==> src/rtl/regfile_mp.sv <==
// Multi-port integer register file with a one-bit-per-register busy scoreboard.
// Define REGFILE_BYPASS_EN to forward same-cycle writes onto the read ports.
module regfile_mp #(
  parameter int XLEN      = 32,
  parameter int NUM_REGS  = 16,
  parameter int NUM_READ  = 2,
  parameter int NUM_WRITE = 1,
  parameter int AW        = $clog2(NUM_REGS)
) (
  input  logic                      clk,
  input  logic                      rst,
  input  logic [NUM_READ*AW-1:0]    rs_addr,
  output logic [NUM_READ*XLEN-1:0]  rs_data,
  output logic [NUM_READ-1:0]       rs_busy,
  input  logic [NUM_WRITE-1:0]      we,
  input  logic [NUM_WRITE*AW-1:0]   wr_addr,
  input  logic [NUM_WRITE*XLEN-1:0] wr_data,
  input  logic [NUM_WRITE-1:0]      wr_clr,
  input  logic                      claim_valid,
  input  logic [AW-1:0]             claim_rd,
  input  logic                      flush,
  output logic                      any_busy
);

  logic [XLEN-1:0]     r_regs [NUM_REGS];
  logic [NUM_REGS-1:0] r_busy;
  logic                r_any_busy;
  logic [NUM_REGS-1:0] w_busy_nxt;

  // x0 and addresses past the last register never hold state
  function automatic logic f_ok(input logic [AW-1:0] a);
    return (a != '0) && (int'(a) < NUM_REGS);
  endfunction

  always_comb begin
    w_busy_nxt = r_busy;
    for (int p = 0; p < NUM_WRITE; p++) begin
      if (we[p] && wr_clr[p] && f_ok(wr_addr[p*AW +: AW]))
        w_busy_nxt[wr_addr[p*AW +: AW]] = 1'b0;
    end
    if (claim_valid && f_ok(claim_rd))
      w_busy_nxt[claim_rd] = 1'b1;
    if (flush)
      w_busy_nxt = '0;
  end

  always_ff @(posedge clk) begin
    if (rst) begin
      for (int r = 0; r < NUM_REGS; r++)
        r_regs[r] <= '0;
      r_busy     <= '0;
      r_any_busy <= 1'b0;
    end else begin
      for (int p = 0; p < NUM_WRITE; p++) begin
        if (we[p] && f_ok(wr_addr[p*AW +: AW]))
          r_regs[wr_addr[p*AW +: AW]] <= wr_data[p*XLEN +: XLEN];
      end
      r_busy     <= w_busy_nxt;
      r_any_busy <= |w_busy_nxt;
    end
  end

  assign any_busy = r_any_busy;

  for (genvar gi = 0; gi < NUM_READ; gi++) begin : g_rd
    logic [AW-1:0]   w_a;
    logic            w_ok;
    logic [XLEN-1:0] w_d;
    logic            w_b;

    assign w_a  = rs_addr[gi*AW +: AW];
    assign w_ok = f_ok(w_a);

    always_comb begin
      w_d = w_ok ? r_regs[w_a] : '0;
      w_b = w_ok ? r_busy[w_a] : 1'b0;
`ifdef REGFILE_BYPASS_EN
      // later ports overwrite earlier matches, so the highest index wins
      for (int p = 0; p < NUM_WRITE; p++) begin
        if (w_ok && we[p] && wr_addr[p*AW +: AW] == w_a) begin
          w_d = wr_data[p*XLEN +: XLEN];
          w_b = wr_clr[p] ? 1'b0 : r_busy[w_a];
        end
      end
`endif
    end

    assign rs_data[gi*XLEN +: XLEN] = w_d;
    assign rs_busy[gi]              = w_b;
  end

endmodule

==> config.mk <==
export PLATFORM = sky130hd
export DESIGN_NAME = regfile_mp
export DESIGN_NICKNAME = d
export VERILOG_FILES = /design/src/rtl/regfile_mp.sv
export SDC_FILE = /design/constraint.sdc
export NUM_CORES = 1
export LEC_CHECK = 0
export ABC_AREA = 1
export CORE_UTILIZATION = 30
export CTS_CLUSTER_SIZE = 10
export DETAILED_ROUTE_END_ITERATION = 12
export SYNTH_ARGS = -nofsm -noshare
export SYNTH_HDL_FRONTEND = slang
export SYNTH_SLANG_ARGS = --single-unit
==> constraint.sdc <==
create_clock -name clk -period 2.9 [get_ports clk]
set_input_delay 0.725 -clock clk [delete_from_list [all_inputs] [get_ports clk]]
set_output_delay 0.725 -clock clk [all_outputs]
set_load 0.01 [all_outputs]
## Yosys cells after proc, flatten, opt, wreduce, memory -nomap -nowiden

Memories as Yosys holds them, arrays and structs flattened.
Index checks and enable logic that the tools add are counted.

| operators by class | value |
|---|---|
| $lt $le $gt $ge | 6 |
| multiplexer cells | 23 |
| bitwise logic cells | 3 |
| reduce and logical (&&, ||, !) cells | 12 |

Operator list:

| cell | number |
|---|---|
| $mux W32 | 3 |
| $mux W16 | 3 |
| $reduce_or A32 Y1 | 1 |
| $lt A4 B5 Y1 const B | 4 |
| $and A16 B16 Y16 | 1 |
| $not A16 Y16 | 1 |
| $or A16 B16 Y16 | 1 |
| $reduce_bool A4 Y1 | 4 |
| $reduce_or A16 Y1 | 1 |
| $mux W1 | 12 |
| $bmux W1 S4 | 2 |
| $demux W1 S4 | 2 |
| $ge A4 B1 Y1 const B | 2 |
| $logic_and A1 B1 Y1 | 6 |
| $mux W4 | 1 |

| word-level totals | value |
|---|---|
| register bits | 17 |
| bits in writable memories | 512 |
| input bits | 54 |
| output and inout port bits | 67 |
| logic and storage cells | 47 |
| memories kept | 1 |

Memories:

| memory | words | bits a word | read ports | clocked after Yosys merged registers in | wr ports | line | RTL |
|---|---|---|---|---|---|---|---|
| r_regs | 16 | 32 | 2 | 0 | 16 | 25 | `logic [XLEN-1:0] r_regs [NUM_REGS];` |

## Logic depth before layout (Yosys ltp)

| logic depth | value |
|---|---|
| depth in word-level cells | 11 |
| gate-level depth with buffers | 12 |
| gate-level depth less buffers | 12 |

## Least setup slack after synthesis

Ideal clock, no wire load.

| timing path | value |
|---|---|
| kind | input port to flip-flop |
| start | in rst |
| end | mem r_regs[10][0] (enable) |
| library setup time | 389 ps |
| arrival time | 2,462 ps |
| data required time | 2,511 ps |
| slack | 49 ps |
| cell stages on the path | 7 |
| buffers on the path | 2 |
| cell sequence | buf_2 inv_1 nand2_1 a21oi_2 nand3_1 buf_2 nand2_1 |

RTL lines:

| item | line | RTL |
|---|---|---|
| start, declared | 11 | `input logic rst,` |
| end, declared | 25 |  |

## Worst setup path in the final report

| timing path | value |
|---|---|
| start | in rs_addr[4] |
| end | out rs_data[39] |

| on the way | value |
|---|---|
| word-level cells in the longest chain between the ends | 2 |
| elaborated cells on any way between the ends | 3 |
| classes of those cells | mux (1); reduce/logical (1); memory (1) |

RTL lines:

| item | line | RTL |
|---|---|---|
| start, declared | 12 | `input logic [NUM_READ*AW-1:0] rs_addr,` |
| $mem_v2 Z16 W32 or $reduce_bool A4 Y1 (tied branches) | - |  |
| $mux W32 (*) | 75 | `w_d = w_ok ? r_regs[w_a] : '0;` |
| end, declared | 13 | `output logic [NUM_READ*XLEN-1:0] rs_data,` |

Every way passes the cells marked *; elsewhere a longest branch is shown, timed or not.

==> results.md <==
* Cell area after layout at 38200 sq um
* Port buffer count at 120
* Top_reg_cell synth: edfxtp_1
* Initial Util at 30.2%
* DR WL/cell at around 25 microns
* Fin crit period at 3.05 ns
* Slew HR at slightly below 30%
* RSZ-0062 raised after global routing: yes
* Total power at 19.6 mW
* Vias per cell at roughly 5.7
* Setup crit end kind: primary output
* Commonest cells in the synthesized netlist: nor2_1 (709), o21ai_0 (598), edfxtp_1 (512)
* Final GP Congestion at 0.875
* Number of distinct library cells after synthesis at 24
* Crit path cell chain: buf_16 -> buf_16 -> inv_16 -> buf_16 -> buf_12 -> nor2_2 -> o211ai_1 -> o211ai_1 -> a31oi_1 -> buf_2
* Post-synth EDFFs at 512
* YS warnings at 0
* Root buf cell: clkbuf_16
* Clock-pin slew of the registers on the worst-case setup and hold paths at roughly 0.06 ns
* Post-layout util at around 41%
* Met3 wire len at between 15000 and 20000 microns
* Layout area overhead at 35.7%
* Routed Antenna Nets at 0
* Async SR Flop Fraction at 0%
* DRC violations left at 0
* Core ar. at 93200 sq um
* VDD IR-drop max at 0.000501 V
* Pre-CTS WS at -0.774 ns
* # rows at approximately 110
* Yosys reg bits at 529
* Worst Setup Path Type: primary input to primary output
* Largest net degree at the start of global routing at 50
* GRT Overall Usage at 23.8%
* Post-synth top area share at around 55%
* Gr ovfl total at 0
* Initial antenna violation count at 2
* Maximum clock frequency at 328 MHz
* Fin Setup TNS at -1.95 ns
* PD cells at 514 nW/um^2
* Drt pass-1 iters at 6
* Dominant cell type by area after synthesis: edfxtp_1
* Top delay family on crit path: buffers and inverters
* Post-CTS Hold Buffers at 0
* Final Hold Vio Count at 0
* Top post-synthesis cells by area: edfxtp_1 (55%), o21ai_0 (11%), nor2_1 (9.5%)
* Ports at 121
* Sequential cell area fraction in the yosys report at 55.8%
* Worst-Skew Late Latency at 0.63 ns
* Syn_area_per_cell at 8.56 sq um
* Number of global-route vias before repair at between 20000 and 30000
* Iter 0 DRT Violations at between 4000 and 5000
* Startpoint Class: primary input
* WP data arrival at 2.32 ns
* Clk_skew at just under 0.005 ns
* Worst path most repeated cell: buf_16
* Die Ht at between 300 and 400 microns
* Share of cells above drive strength 1 at 20.3%
* Worst endpoint required time at 2.17 ns
* First-pass GRT wire length at approximately 170000 microns
* Final cycle utilization of the critical path at 105%
* Cts bufs inserted at 60
* Met2 WL at 52100 microns
* Max clock buf depth at 3
* Die area at approximately 95000 sq um
* Crit path buf inv count at 6
* Clock sinks at between 500 and 600
* Gate Count Post-Synth at 3289
* Fin nets at 3635
* CP max-delay cell: a31oi_1
* Most common cell in the netlist: nor2_1
* Final HPWL DP at slightly below 70000 microns
* Placed Area at ~33000 sq um
* Max-capacitance violation count at 0
* Max-slew violations at 0
* Max layer used: met4
* CTS tree: yes
* Status: finished, violations left
* Final setup vio count at 45
* Hold WC Path Type: flop to flop
* Final WL at 120000 microns
* Vias at 27700
* DIE WIDTH at approximately 310 microns
* Worst-margin pin slew at 1.05 ns
* Synth Cell Area at 28200 sq um
* Violated checks: setup timing
* Max FO, Critical Path at 8
* Final WS setup at -0.148 ns
* Htree depth at 2
* M1 WL at 46200 microns
* Max stage delay on crit path at 0.24 ns
* Leak at 14.4 nW
cells by family (layout without fill, tap and decap cells):
kind of cell | after synthesis | in the layout | synth area share (%)
AO/OA/AOI/OAI | 1084 | 1084 | 20.8
flip-flops | 529 | 529 | 55.8
buffers and inverters | 524 | 811 | 7.32
other | 1 | 34 | 0.0133
AND/OR/NAND/NOR | 1151 | 1151 | 16.1
placed cells by master (no fill, tap or decap), drive strengths merged:
cell type,n
inv,223
a21oi,267
nor2,711
o21ai,618
clkdlybuf4s50,45
buf,418
o21bai,1
nand3,140
nor4,2
and3,1
edfxtp,512
dfxtp,17
clkbuf,113
o211ai,132
a31oi,66
nand2,292
conb,32
bufbuf,8
nand4,5
diode,2
clkinv,4
final timing paths:
path	from	end	slack, ns	cells past startpoint
max	rs_addr[4]	rs_data[39]	-0.15	10
max reg2reg	r_busy[8]$_SDFF_PP0_	any_busy$_SDFF_PP0_	1.77	8
min	r_busy[0]$_SDFF_PP0_	r_busy[0]$_SDFF_PP0_	0.50	2
min reg2reg	r_busy[0]$_SDFF_PP0_	r_busy[0]$_SDFF_PP0_	0.50	2
stage by stage:
stage / cells / hold WS, ns
floorplan: 3320 / 0.446
global placement: 4662 / 0.473
detailed placement: 4662 / 0.489
CTS: 4826 / 0.498
global route: 4862 / 0.534
finish: 4863 / 0.498
sequential cells by signal, summed over array words and instances, names as in the netlist:
register,flops
any_busy,1
r_regs,512
r_busy,16
cell type report:
cell class,count,area (sq um)
Fill cell,8913,55000
Sequential cell,529,15700
Multi-Input combinational cell,2267,11700
Timing Repair Buffer,499,6700
Clock buffer,85,1640
Tap cell,1254,1570
Inverter,223,862
Clock inverter,3,23.8
Timing Repair inverter,1,16.3
Antenna cell,2,5.00
power by group:
group / internal, mW / total, mW / switching [mW]
combinational: 1.49 / 3.70 / 2.21
clock: 3.84 / 6.92 / 3.09
sequential: 8.82 / 9.02 / 0.195
metal layers:
layer  track usage [%]  vias to the layer above
li1                  -                    12000
met1              32.1                    13300
met2              36.9                     2047
met3              4.86                      370
met4              10.6                        0
met5                 0                        -
worst min-delay path, stage by stage, from the launching register on:
cell	delay, ns
dfxtp_1	0.32
nand2_1	0.09
nor2_1	0.04
what timing repair did:
item,CTS,global route
pin swaps,129,171
setup buffers,53,24
endpoints found under the hold margin,0,0
gates resized for setup,560,288
endpoints found under the setup margin,66,65
gates cloned,32,24
Note: power is estimated with default switching activity, not from simulation.
